[config.mk]
export PLATFORM = sky130hd
export DESIGN_NAME = hazard_ctrl
export DESIGN_NICKNAME = d
export VERILOG_FILES = /design/src/rtl/pipe_ctrl_pkg.sv /design/src/rtl/hazard_ctrl_fwd_sel.sv /design/src/rtl/hazard_ctrl.sv
export SDC_FILE = /design/constraint.sdc
export NUM_CORES = 1
export LEC_CHECK = 0
export BUFFER_PORTS_ARGS = -buffer_cell sky130_fd_sc_hd__buf_4
export CAP_MARGIN = 15
export CORE_MARGIN = 8
export CORE_UTILIZATION = 40
export CTS_BUF_LIST = sky130_fd_sc_hd__clkbuf_4 sky130_fd_sc_hd__clkbuf_8 sky130_fd_sc_hd__clkbuf_16
export CTS_CLUSTER_SIZE = 10
export DETAILED_ROUTE_END_ITERATION = 16
export SYNTH_ARGS = -nofsm -noshare
export SYNTH_HDL_FRONTEND = slang
export SYNTH_SLANG_ARGS = --single-unit
[constraint.sdc]
create_clock -name clk -period 2.4 [get_ports clk]
set_input_delay 0.12 -clock clk [delete_from_list [all_inputs] [get_ports clk]]
set_output_delay 0.12 -clock clk [all_outputs]
set_load 0.02 [all_outputs]
[src/rtl/pipe_ctrl_pkg.sv]
// Shared types and constants for the pipeline control slice: controller FSM
// states and EX-stage forward-select encodings.
package pipe_ctrl_pkg;

  typedef enum logic [1:0] {
    BOOT  = 2'd0,
    RUN   = 2'd1,
    MWAIT = 2'd2
  } ctrlState_e;

  localparam logic [1:0] FWD_RF  = 2'b00;
  localparam logic [1:0] FWD_WB  = 2'b01;
  localparam logic [1:0] FWD_MEM = 2'b10;

endpackage

[src/rtl/hazard_ctrl_fwd_sel.sv]
// EX-stage operand forward select for one source register; the memory-stage
// producer is newer than writeback, so it wins when both match.
module fwd_sel
  import pipe_ctrl_pkg::*;
(
  input  logic [4:0] RsE,
  input  logic [4:0] RdM,
  input  logic [4:0] RdW,
  input  logic       RegWriteM,
  input  logic       RegWriteW,
  output logic [1:0] Forward
);

  always_comb begin
    Forward = FWD_RF;
    if (RegWriteM && (RdM != 5'd0) && (RdM == RsE))
      Forward = FWD_MEM;
    else if (RegWriteW && (RdW != 5'd0) && (RdW == RsE))
      Forward = FWD_WB;
  end

endmodule

[src/rtl/hazard_ctrl.sv]
// Pipeline hazard controller: boot hold, prioritised stall/flush generation,
// operand forwarding, data-memory watchdog and stall/flush counters.
module hazard_ctrl
  import pipe_ctrl_pkg::*;
#(
  parameter int BOOT_CYCLES = 2,
  parameter int MEM_TIMEOUT = 64
) (
  input  logic        clk,
  input  logic        rst,
  input  logic [4:0]  Rs1D,
  input  logic [4:0]  Rs2D,
  input  logic [4:0]  Rs1E,
  input  logic [4:0]  Rs2E,
  input  logic [4:0]  RdE,
  input  logic [4:0]  RdM,
  input  logic [4:0]  RdW,
  input  logic        ResultSrcE0,
  input  logic        RegWriteM,
  input  logic        RegWriteW,
  input  logic        PCSrcE,
  input  logic        MemReqM,
  input  logic        dmem_ready,
  input  logic        imem_ready,
  output logic        StallF,
  output logic        StallD,
  output logic        StallE,
  output logic        StallM,
  output logic        FlushD,
  output logic        FlushE,
  output logic        FlushW,
  output logic [1:0]  ForwardAE,
  output logic [1:0]  ForwardBE,
  output logic        mem_timeout,
  output logic [31:0] stall_cnt,
  output logic [31:0] flush_cnt
);

  localparam int BOOT_W = (BOOT_CYCLES > 1) ? $clog2(BOOT_CYCLES) : 1;
  localparam int WAIT_W = (MEM_TIMEOUT > 0) ? $clog2(MEM_TIMEOUT + 1) : 1;
  localparam logic [BOOT_W-1:0] BOOT_LAST = BOOT_W'((BOOT_CYCLES > 0) ? BOOT_CYCLES - 1 : 0);
  localparam logic [WAIT_W-1:0] WAIT_MAX  = WAIT_W'(MEM_TIMEOUT);
  localparam ctrlState_e RESET_STATE = (BOOT_CYCLES > 0) ? BOOT : RUN;

  ctrlState_e        state;
  ctrlState_e        nextState;
  logic [BOOT_W-1:0] bootCnt;
  logic [WAIT_W-1:0] waitCnt;
  logic              inBoot;
  logic              freeze;
  logic              loadUse;
  logic              redirect;

  assign inBoot   = (state == BOOT);
  assign freeze   = MemReqM & ~dmem_ready;
  assign loadUse  = ResultSrcE0 & (RdE != 5'd0) & ((RdE == Rs1D) | (RdE == Rs2D));
  // A branch held under a freeze does not count until it actually redirects.
  assign redirect = ~inBoot & ~freeze & PCSrcE;

  // NOTE: sequential state uses non-blocking assignments so every register
  // samples the pre-edge values regardless of process ordering.
  always_ff @(posedge clk) begin
    if (rst) state <= RESET_STATE;
    else     state <= nextState;
  end

  always_comb begin
    nextState = state;
    case (state)
      BOOT:    if (bootCnt == BOOT_LAST) nextState = RUN;
      RUN:     if (freeze)               nextState = MWAIT;
      MWAIT:   if (!freeze)              nextState = RUN;
      default:                           nextState = RUN;
    endcase
  end

  // NOTE: every output gets a default first so no path leaves it unassigned
  // and no latch is inferred.
  always_comb begin
    StallF = 1'b0;
    StallD = 1'b0;
    StallE = 1'b0;
    StallM = 1'b0;
    FlushD = 1'b0;
    FlushE = 1'b0;
    FlushW = 1'b0;
    if (rst || inBoot) begin
      if (BOOT_CYCLES > 0) begin
        StallF = 1'b1;
        FlushD = 1'b1;
        FlushE = 1'b1;
      end
    end else if (freeze) begin
      StallF = 1'b1;
      StallD = 1'b1;
      StallE = 1'b1;
      StallM = 1'b1;
      FlushW = 1'b1;
    end else if (PCSrcE) begin
      FlushD = 1'b1;
      FlushE = 1'b1;
    end else if (loadUse) begin
      StallF = 1'b1;
      StallD = 1'b1;
      FlushE = 1'b1;
    end else if (!imem_ready) begin
      StallF = 1'b1;
      FlushD = 1'b1;
    end
  end

  // waitCnt saturates so a long stall cannot wrap back below the threshold.
  always_ff @(posedge clk) begin
    if (rst) begin
      bootCnt     <= '0;
      waitCnt     <= '0;
      mem_timeout <= 1'b0;
      stall_cnt   <= '0;
      flush_cnt   <= '0;
    end else begin
      if (inBoot) bootCnt <= bootCnt + 1'b1;
      if (!inBoot && freeze) begin
        if (waitCnt != WAIT_MAX) waitCnt <= waitCnt + 1'b1;
        if (int'(waitCnt) + 1 >= MEM_TIMEOUT) mem_timeout <= 1'b1;
      end else begin
        waitCnt <= '0;
      end
      if (!inBoot && StallF) stall_cnt <= stall_cnt + 32'd1;
      if (redirect)          flush_cnt <= flush_cnt + 32'd1;
    end
  end

  fwd_sel u_fwd_a (
    .RsE       (Rs1E),
    .RdM       (RdM),
    .RdW       (RdW),
    .RegWriteM (RegWriteM),
    .RegWriteW (RegWriteW),
    .Forward   (ForwardAE)
  );

  fwd_sel u_fwd_b (
    .RsE       (Rs2E),
    .RdM       (RdM),
    .RdW       (RdW),
    .RegWriteM (RegWriteM),
    .RegWriteW (RegWriteW),
    .Forward   (ForwardBE)
  );

endmodule

# Word level (Yosys, flattened, before mapping)
# Index checks and enable logic that the tools add are counted.
# word_totals
register_bits	75
input_bits	44
word_cells	77
# op_classes
addsub	5
n_lt_le_gt_ge	1
n_eq_ne	12
n_mux	26
bitwise_logic	10
n_reduce_logical	17
# ops
op	count
32-bit by 1-bit adder with 32-bit output, second input constant	2
5-bit equality test	6
1-bit 2-to-1 mux	20
5-bit nonzero test	3
2-bit 2-to-1 mux	5
7-bit by 1-bit adder with 8-bit output, second input constant	1
8-bit by 7-bit >= comparator with 1-bit output, second input constant	1
1-bit logical AND	8
7-bit by 1-bit adder with 7-bit output, second input constant	1
7-bit inequality test, second input constant	1
2-bit inequality test, second input constant	3
2-bit one-hot mux with 3 select lines	1
1-bit AND	5
1-bit NOT	4
3-bit AND reduction	1
2-bit by 1-bit equality test with 1-bit output, second input constant	1
2-bit equality test, second input constant	1
2-bit zero test	1
2-bit AND reduction	1
2-bit OR reduction	1
1-bit adder, second input constant	1
1-bit zero test	1
1-bit logical OR	1
1-bit bitwise OR	1

# Longest topological paths before layout
# Gate-level depths: netlist of the first run.
# depth
depth_word	8
mapped_depth	9
depth_no_buf	7

# Cells and area by module
# Synthesis of the first run repeated with hierarchy kept, for this count alone.
# unflattened
cells_unflattened	474
area_unflattened_um2	3925.0
# by_module_without_submodules
mod	instances	cells_each	area_each_um2	seq_area_each_um2
hazard_ctrl	1	434	3622.2	1501.4
fwd_sel	2	20	151.4	0.0

# Worst setup path before layout of the first run
# No wires, ideal clock.
# synth_path
path_type	register to register
from	register stall_cnt[4]
to	register stall_cnt[30]
t_arrival_ns	1.893
t_required_ns	2.330
path_slack_ns	0.437
stages_incl_launch_ff	7
cell_sequence	dfxtp_1 and4_4 nand3_4 nor3_4 nand3_1 or4_1 a21oi_1
# synth_via
elab_chain_cells	1
# synth_lines
element	line	source
start, declared	hazard_ctrl.sv:35	output logic [31:0] stall_cnt,
start signal, assigned	hazard_ctrl.sv:128	if (!inBoot && StallF) stall_cnt <= stall_cnt + 32'd1;
32-bit by 1-bit adder with 32-bit output	hazard_ctrl.sv:128	
# Every way passes these cells.
# A chain may end at the register's enable or synchronous reset.

# Worst setup path in the final report of the first run
# layout_path
from	register stall_cnt[14]
to	register stall_cnt[30]
# The elaborated chain is that of the path after synthesis.

==> reports/summary.txt, run 1 <==
I/O Pins: 120
slowest stage cell on the critical path: or4_1
leakage: 1.98 nW
most used cell, CP: nand3_1
Post-Place Cells: 719
Synth Cell Area: 4010 um2
Antenna Nets Post-Route: 0
RSZ-0062 raised after global routing: false
area occupied by multi-input gates: 2340 um2
Die X: 116 um
Fillers: 953
sw frac: 26.2%
post-cts sizing count: 0
# rows: 36
final RePlAce weighted congestion: 0.852
detailed-route via count: 3,825
HP Class: in2reg
P_int: 1.98 mW
H-tree depth: 3
relative slew slack: 51.8%
Final period util: 86.1%
CP Class: reg2reg
Worst Tran Pin Value: 0.723 ns
hold_buf cts: 0
die area: 13,500 um2
drt first pass iters: 4
Clock Tree Buf Depth: 2
crit end category: flop
layout cell share with drive strength beyond 1: 26.1%
nets@finish: 645
DP HPWL: 8080 um
required time worst endpoint: 2.67 ns
Setup Skew: 0.0118 ns
Seq pwr share: 47.8%
core area: 9770 um2
worst-path maximum fanout: 6
main area contributors after synthesis: dfxtp_1, xor2_1, xnor2_1
global-route wire length before repair: 17,800 um
#FFs+latches synth: 75
switching pwr: 706 uW
post-synth cell types: 44
Hold Path Stages: 4
area growth from synthesis to layout: 30.8%
worst r2r path cells: 6
Final Slew Violations: 0
ys flop type: dfxtp_1
wire length per cell: 14.7 um
crit path time final: 2.07 ns
P per Cell Area: 513 nW/um2
Final Hold Violating Endpoints: 0
syn avg cell area: 8.37 um2
most frequent cells in the layout: buf_4, dfxtp_1, nor2_1
CTS tree: done
Synth async-reset ratio: 0%
Reg2Reg Setup Slack: 0.33 ns
Highest Clock Rate: 484 MHz
Starting Density: 41.0%
total power: 2.69 mW
Worst Path Arrival: 2.34 ns
Critical Path Source Type: flop
clock sinks: 75
Combinational Power Share: 13.7%
cell count after synthesis: 479
die height: 116 um
CTS clk-pin slew, worst paths: 0.08 ns
share of the synthesized area in the top cell type: 37.5%
Root Driver: clkbuf_8
peak supply drop: 0.279 mV
number of diodes: 0
CP Cell Sequence: and4_1 -> nand3_1 -> nor3_4 -> nand3_1 -> or4_1 -> a21oi_1
Worst-Skew Late Latency: 0.35 ns
largest area contributor in the netlist: dfxtp_1
vias in the first global route: 3,654
status: completed
Num CTS Buffers: 9
most common cell after layout, fill and taps aside: buf_4
syn_nets: 527
Max Cap Violations: 0
setup violators final: 0
vias per cell: 5.20
WHS: 0.198 ns
remaining global-route overflow: 0
largest net degree at the start of global routing: 68
1st-iter DRT viols: 195
Post-synth EDFFs: 0
Ys Warns: 0
total track usage: 16.2%
WL final: 10,800 um
register area: 1500 um2
DRC: 0
initial antenna violation count: 0
Clock power frac: 38.5%
register area share after synthesis: 37.5%
Final Non-Filler Cells: 735
post-CTS setup buffers: 0
max incr delay on CP: 0.50 ns
number of port buffers: 119
TNS Setup: 0 ns
-- logic make-up (layout without fill, tap and decap cells) --
kind of cell / count (synthesis) / after routing / synth area share, %
simple gates: 211 / 211 / 29.6
compound gates: 92 / 92 / 13.4
flops: 75 / 75 / 37.5
xor+xnor: 63 / 63 / 13.8
buf+inv: 33 / 156 / 4.31
fa+ha+maj: 4 / 4 / 1.25
mux: 1 / 1 / 0.250
-- routing by layer --
layer,up-vias,wire length [um],GRT usage (%)
met4,0,151,4.58
met2,76,5310,27.5
met5,-,0,0
met3,11,529,3.77
met1,1779,4840,20.0
li1,1959,-,-
-- through the flow --
stage                     area (um2)  worst slack [ns]  util, %
after global placement          5030             0.459     51.5
after global routing            5240             0.190     53.6
final                           5240             0.333     53.6
after detailed placement        5030             0.376     51.5
after floorplan                 4010             0.437        -
after CTS                       5240             0.349     53.6
-- sequential cells by signal (all words and copies together), names as in the netlist --
| name | count |
|---|---|
| stall_cnt | 32 |
| waitCnt | 7 |
| bootCnt | 1 |
| flush_cnt | 32 |
| mem_timeout | 1 |
| state | 2 |
-- area by class of cell --
| cell class | count | share of cell area, % |
|---|---|---|
| inverters | 11 | 0.787 |
| clock inverters | 4 | 0.907 |
| clock buffers | 12 | 3.15 |
| multi-input cells | 371 | 44.6 |
| flip-flops and latches | 75 | 28.6 |
| well taps | 133 | 3.17 |
| repair buffers | 129 | 18.7 |
-- power by group through the flow --
stage                     sequential [mW]  clock (mW)  combinational (mW)
after floorplan                      1.32           0               0.242
after global placement               1.31           0               0.364
after detailed placement             1.31           0               0.372
after CTS                            1.28        1.07               0.373
after global routing                 1.29        1.13               0.405
final                                1.29        1.04               0.368
-- Yosys cell counts (all sizes together), types with 8 or more instances --
master / number
dfxtp: 75
nor2: 51
a21oi: 43
xor2: 33
nand3: 30
xnor2: 30
nand2: 29
o21ai: 27
or4: 22
or3: 20
nand4: 19
o31ai: 17
clkbuf: 12
inv: 11
buf: 10
and3: 8
-- worst max-delay path, delay by kind of cell (launching register included) --
kind	cells	cell delay, ns
AND/OR/NAND/NOR	5	1.42
AO/OA/AOI/OAI	1	0.15
flip-flops	1	0.42
-- final timing paths --
check                                                start                          to
worst max-delay path            stall_cnt[14]$_SDFFE_PP0P_  stall_cnt[30]$_SDFFE_PP0P_
worst min-delay path                               MemReqM       state[0]$_SDFFE_PP0P_
worst max register to register  stall_cnt[14]$_SDFFE_PP0P_  stall_cnt[30]$_SDFFE_PP0P_
worst min register to register    mem_timeout$_SDFFE_PP0P_    mem_timeout$_SDFFE_PP0P_
Note: power is estimated with default switching activity, not from simulation.
==> run 2: changes to the inputs <==
--- a/config.mk
+++ b/config.mk
@@ -8,10 +8,11 @@
 export BUFFER_PORTS_ARGS = -buffer_cell sky130_fd_sc_hd__buf_4
 export CAP_MARGIN = 15
 export CORE_MARGIN = 8
-export CORE_UTILIZATION = 40
+export CORE_UTILIZATION = 52
 export CTS_BUF_LIST = sky130_fd_sc_hd__clkbuf_4 sky130_fd_sc_hd__clkbuf_8 sky130_fd_sc_hd__clkbuf_16
 export CTS_CLUSTER_SIZE = 10
 export DETAILED_ROUTE_END_ITERATION = 16
+export PLACE_DENSITY = 0.8
 export SYNTH_ARGS = -nofsm -noshare
 export SYNTH_HDL_FRONTEND = slang
 export SYNTH_SLANG_ARGS = --single-unit
==> run 2 against run 1 <==
Clock skew decreased by 0.0024 ns. Clock power fell by 14%. Largest power group unchanged. Global-route usage is 3.3 points higher. Worst setup slack lost 0.021 ns. Critical path depth did not move. Sequential cell count did not move. Sequential share of layout area grew 0.46 points. Critical endpoint unchanged.
==> reports/summary.txt, run 2 (synthesized netlist as in run 1, its figures left out) <==
CP Cell Sequence: and4_1 -> nand3_1 -> nor3_4 -> nand3_1 -> or4_1 -> a21oi_1 (unchanged)
CP Class: reg2reg (unchanged)
P per Cell Area: 492 nW/um2 (was 513 nW/um2)
Clock Tree Buf Depth: 2 (unchanged)
post-cts sizing count: 0 (unchanged)
switching pwr: 679 uW (was 706 uW)
met3 usage: 5.39% (was 3.77%)
Die X: 104 um (was 116 um)
Final period util: 87.0% (was 86.1%)
worst-path maximum fanout: 6 (unchanged)
DP HPWL: 8050 um (was 8080 um)
area occupied by multi-input gates: 2340 um2 (unchanged)
final RePlAce weighted congestion: 0.906 (was 0.852)
# rows: 32 (was 36)
Worst Tran Pin Value: 0.694 ns (was 0.723 ns)
Highest Clock Rate: 479 MHz (was 484 MHz)
nets@finish: 643 (was 645)
Regs by FF count: flush_cnt: 32 flops, stall_cnt: 32 flops, waitCnt: 7 flops (unchanged)
register area: 1500 um2 (unchanged)
crit path time final: 2.09 ns (was 2.07 ns)
largest net degree at the start of global routing: 68 (unchanged)
number of port buffers: 119 (unchanged)
H-tree depth: 3 (unchanged)
detailed-route via count: 3,880 (was 3,825)
Critical Path Source Type: flop (unchanged)
most used cell, CP: nand3_1 (unchanged)
area growth from synthesis to layout: 28.7% (was 30.8%)
drt first pass iters: 6 (was 4)
most common cell after layout, fill and taps aside: buf_4 (unchanged)
I/O Pins: 120 (unchanged)
Num CTS Buffers: 9 (unchanged)
crit end category: flop (unchanged)
leakage: 1.95 nW (was 1.98 nW)
Final Slew Violations: 0 (unchanged)
Fillers: 679 (was 953)
Worst Path Arrival: 2.34 ns (about the same)
clock sinks: 75 (unchanged)
Root Driver: clkbuf_8 (unchanged)
Layout Utilization: 67.8% (was 53.6%)
Antenna Nets Post-Route: 0 (unchanged)
Placement Setup Slack: 0.390 ns (was 0.376 ns)
RSZ-0062 raised after global routing: false (unchanged)
Max Cap Violations: 0 (unchanged)
core area: 7610 um2 (was 9770 um2)
met2 Use GR: 34.1% (was 27.5%)
vias per cell: 5.53 (was 5.20)
layout cell share with drive strength beyond 1: 25.8% (was 26.1%)
met1 Track Usage GR: 22.4% (was 20.0%)
die area: 10,800 um2 (was 13,500 um2)
worst r2r path cells: 6 (unchanged)
remaining global-route overflow: 0 (unchanged)
P_int: 1.86 mW (was 1.98 mW)
CTS tree: done (unchanged)
HP Class: in2reg (unchanged)
post-CTS setup buffers: 0 (unchanged)
max incr delay on CP: 0.49 ns (was 0.50 ns)
vias in the first global route: 3,831 (was 3,654)
sw frac: 26.7% (was 26.2%)
Hold Path Stages: 4 (unchanged)
placed inst area: 4980 um2 (was 5030 um2)
Worst-Skew Late Latency: 0.34 ns (was 0.35 ns)
required time worst endpoint: 2.66 ns (was 2.67 ns)
total track usage: 19.5% (was 16.2%)
wire length per cell: 14.9 um (was 14.7 um)
relative slew slack: 53.7% (was 51.8%)
hold_buf cts: 0 (unchanged)
DRC: 0 (unchanged)
most frequent cells in the layout: buf_4, dfxtp_1, nor2_1 (unchanged)
number of diodes: 0 (unchanged)
global-route wire length before repair: 18,000 um (was 17,800 um)
slowest stage cell on the critical path: or4_1 (unchanged)
TNS Setup: 0 ns (unchanged)
Starting Density: 52.7% (was 41.0%)
Final Hold Violating Endpoints: 0 (unchanged)
initial antenna violation count: 0 (unchanged)
Design Area, Final: 5160 um2 (was 5240 um2)
busiest grt layer: met2 (unchanged)
die height: 104 um (was 116 um)
Clock power frac: 35.0% (was 38.5%)
Combinational Power Share: 14.4% (was 13.7%)
final setup margin: 0.312 ns (was 0.333 ns)
Seq pwr share: 50.6% (was 47.8%)
Setup Skew: 0.00942 ns (was 0.0118 ns)
WL final: 10,500 um (was 10,800 um)
peak supply drop: 0.593 mV (was 0.279 mV)
status: completed (unchanged)
1st-iter DRT viols: 169 (was 195)
setup violators final: 0 (unchanged)
CTS clk-pin slew, worst paths: 0.08 ns (about the same)
-- run 2: cell count changes in the layout (fill, tap and decap cells not counted) --
| cell | delta |
|---|---|
| buf_4 | -2 |
| clkinvlp_4 | +1 |
| bufinv_16 | -1 |
| clkbuf_4 | +1 |
| clkbuf_8 | -1 |
-- run 2: routing by layer --
metal,up-vias,share of wire [%]
met5,-,0
met4,0,1.4
met3,16,5.1
met2,85,51
met1,1820,43
li1,1959,-
-- run 2: stage by stage --
step                      hold WS, ns  power (mW)  instances
final                           0.228        2.54        702
after global routing            0.263        2.66        702
after CTS                       0.213        2.57        702
after detailed placement        0.438        1.68        686
after global placement          0.438        1.67        686
after floorplan                 0.425        1.56        479
-- run 2: path summary, 6_finish.rpt --
check | slack [ns] | start | to
max | 0.31 | stall_cnt[14]$_SDFFE_PP0P_ | stall_cnt[30]$_SDFFE_PP0P_
min | 0.23 | rst | state[1]$_SDFFE_PP0P_
max reg2reg | 0.31 | stall_cnt[14]$_SDFFE_PP0P_ | stall_cnt[30]$_SDFFE_PP0P_
min reg2reg | 0.46 | mem_timeout$_SDFFE_PP0P_ | mem_timeout$_SDFFE_PP0P_
-- run 2: power by group through the flow --
stage	logic, mW	registers, mW	clock network (mW)
after CTS	0.369	1.28	0.917
after floorplan	0.242	1.32	0
final	0.366	1.28	0.890
after global routing	0.400	1.29	0.970
after global placement	0.358	1.31	0
after detailed placement	0.369	1.31	0
-- run 2: layout make-up --
type,instances,share of cell area [%]
multi-input cells,371,45.4
clock buffers,12,3.08
well taps,102,2.47
repair buffers,127,18.7
clock inverters,4,0.485
flip-flops and latches,75,29.1
inverters,11,0.800
-- run 2: critical path: cells and delay by family (launching register included) --
family / cells / cell delay, ns
AND/OR/NAND/NOR: 5 / 1.41
flip-flops: 1 / 0.43
AO/OA/AOI/OAI: 1 / 0.16
==> run 3: changes to the inputs <==
==> constraint.sdc (replaced) <==
create_clock -name clk -period 2.2 [get_ports clk]
set_input_delay 0.11 -clock clk [delete_from_list [all_inputs] [get_ports clk]]
set_output_delay 0.11 -clock clk [all_outputs]
set_load 0.02 [all_outputs]
==> run 3 against run 2 <==
Clock power up 58%. Register-to-register slack worse by 0.14 ns. Final area up 2.4%. Global-route usage up 0.083 points. Via count up 1.1%. Critical path depth unchanged. Core utilization up 1.6 points. Worst setup slack worse by 0.14 ns. Wire length up 2.2%. Sequential power up 9%.
==> reports/summary.txt, run 3 (synthesized netlist as in run 1, its figures left out) <==
Combinational Power Share: 12.5% (was 14.4%)
die height: 104 um (unchanged)
status: completed (unchanged)
Starting Density: 52.7% (unchanged)
WL final: 10,700 um (was 10,500 um)
TNS Setup: 0 ns (unchanged)
sw frac: 24.3% (was 26.7%)
nets@finish: 648 (was 643)
crit end category: flop (unchanged)
Worst Tran Pin Value: 0.690 ns (was 0.694 ns)
P_int: 2.44 mW (was 1.86 mW)
core area: 7610 um2 (unchanged)
Final Slew Violations: 0 (unchanged)
total power: 3.22 mW (was 2.54 mW)
DP HPWL: 8150 um (was 8050 um)
1st-iter DRT viols: 174 (was 169)
number of diodes: 0 (unchanged)
setup violators final: 0 (unchanged)
switching pwr: 781 uW (was 679 uW)
wire length per cell: 15.1 um (was 14.9 um)
placed inst area: 5010 um2 (was 4980 um2)
CTS tree: done (unchanged)
Fillers: 604 (was 679)
post-cts sizing count: 0 (unchanged)
most common cell after layout, fill and taps aside: buf_4 (unchanged)
WHS: 0.185 ns (was 0.228 ns)
largest net degree at the start of global routing: 68 (unchanged)
crit path time final: 2.03 ns (was 2.09 ns)
clock sinks: 75 (unchanged)
Setup Skew: 0.0117 ns (was 0.00942 ns)
initial antenna violation count: 0 (unchanged)
total track usage: 19.6% (was 19.5%)
hold_buf cts: 0 (unchanged)
Clock power frac: 43.9% (was 35.0%)
Worst-Skew Late Latency: 0.35 ns (was 0.34 ns)
post-CTS setup buffers: 0 (unchanged)
drt first pass iters: 4 (was 6)
Placement Setup Slack: 0.201 ns (was 0.390 ns)
Worst Path Arrival: 2.31 ns (was 2.34 ns)
Layout Utilization: 69.5% (was 67.8%)
Regs by FF count: flush_cnt: 32 flops, stall_cnt: 32 flops, waitCnt: 7 flops (unchanged)
Final period util: 92.3% (was 87.0%)
Clock Tree Buf Depth: 2 (unchanged)
# rows: 32 (unchanged)
CTS clk-pin slew, worst paths: 0.08 ns (about the same)
detailed-route via count: 3,923 (was 3,880)
required time worst endpoint: 2.48 ns (was 2.66 ns)
vias in the first global route: 3,949 (was 3,831)
leakage: 2.02 nW (was 1.95 nW)
Final Hold Violating Endpoints: 0 (unchanged)
final setup margin: 0.170 ns (was 0.312 ns)
Post-Place Cells: 691 (was 686)
Num CTS Buffers: 9 (unchanged)
peak supply drop: 0.416 mV (was 0.593 mV)
number of port buffers: 119 (unchanged)
die area: 10,800 um2 (unchanged)
RSZ-0062 raised after global routing: false (unchanged)
slowest stage cell on the critical path: or4_1 (unchanged)
vias per cell: 5.55 (was 5.53)
CP Cell Sequence: and4_1 -> nand3_1 -> nor3_4 -> nand3_1 -> or4_1 -> a21oi_1 (unchanged)
relative slew slack: 54.0% (was 53.7%)
DRC: 0 (unchanged)
layout cell share with drive strength beyond 1: 26.4% (was 25.8%)
area growth from synthesis to layout: 31.8% (was 28.7%)
Final Non-Filler Cells: 707 (was 702)
worst-path maximum fanout: 6 (unchanged)
max incr delay on CP: 0.50 ns (was 0.49 ns)
HP Class: in2reg (unchanged)
Root Driver: clkbuf_8 (unchanged)
Design Area, Final: 5280 um2 (was 5160 um2)
Die X: 104 um (unchanged)
Highest Clock Rate: 493 MHz (was 479 MHz)
remaining global-route overflow: 0 (unchanged)
Critical Path Source Type: flop (unchanged)
I/O Pins: 120 (unchanged)
Antenna Nets Post-Route: 0 (unchanged)
global-route wire length before repair: 18,000 um (about the same)
final RePlAce weighted congestion: 0.912 (was 0.906)
CP Class: reg2reg (unchanged)
most used cell, CP: nand3_1 (unchanged)
most frequent cells in the layout: buf_4, dfxtp_1, nor2_1 (unchanged)
H-tree depth: 3 (unchanged)
P per Cell Area: 609 nW/um2 (was 492 nW/um2)
Max Cap Violations: 0 (unchanged)
Seq pwr share: 43.6% (was 50.6%)
## run 3: critical path, delay by kind of cell (launching register included)
family,cells,cell delay (ns)
AND/OR/NAND/NOR,5,1.42
flip-flops,1,0.41
AO/OA/AOI/OAI,1,0.14
## run 3: final timing paths
kind                                end  cells past startpoint                       start  slack (ns)
min reg2reg    mem_timeout$_SDFFE_PP0P_                      2    mem_timeout$_SDFFE_PP0P_        0.45
min             waitCnt[1]$_SDFFE_PP0P_                      4                         rst        0.19
max          stall_cnt[30]$_SDFFE_PP0P_                      6  stall_cnt[14]$_SDFFE_PP0P_        0.17
max reg2reg  stall_cnt[30]$_SDFFE_PP0P_                      6  stall_cnt[14]$_SDFFE_PP0P_        0.17
## run 3: power groups by stage
stage / logic [mW] / registers [mW] / clock network (mW)
finish: 0.403 / 1.40 / 1.41
global route: 0.441 / 1.41 / 1.49
CTS: 0.406 / 1.40 / 1.43
detailed placement: 0.405 / 1.43 / 0
global placement: 0.391 / 1.43 / 0
floorplan: 0.264 / 1.44 / 0
## run 3: layer usage
layer / vias up / part of all wire (%) / global-route usage (%)
li1: 1962 / - / -
met3: 15 / 4.7 / 5.70
met4: 0 / 1.6 / 7.45
met2: 100 / 51 / 34.4
met1: 1846 / 42 / 21.7
met5: - / 0 / 0
## run 3: final cells by class
cell class	count	area, um2	share of cell area [%]
Inverter	11	41.3	0.781
Multi-Input combinational cell	371	2340	44.3
Tap cell	102	128	2.42
Timing Repair Buffer	132	1000	19.0
Clock buffer	10	131	2.49
Clock inverter	6	138	2.60
Sequential cell	75	1500	28.4
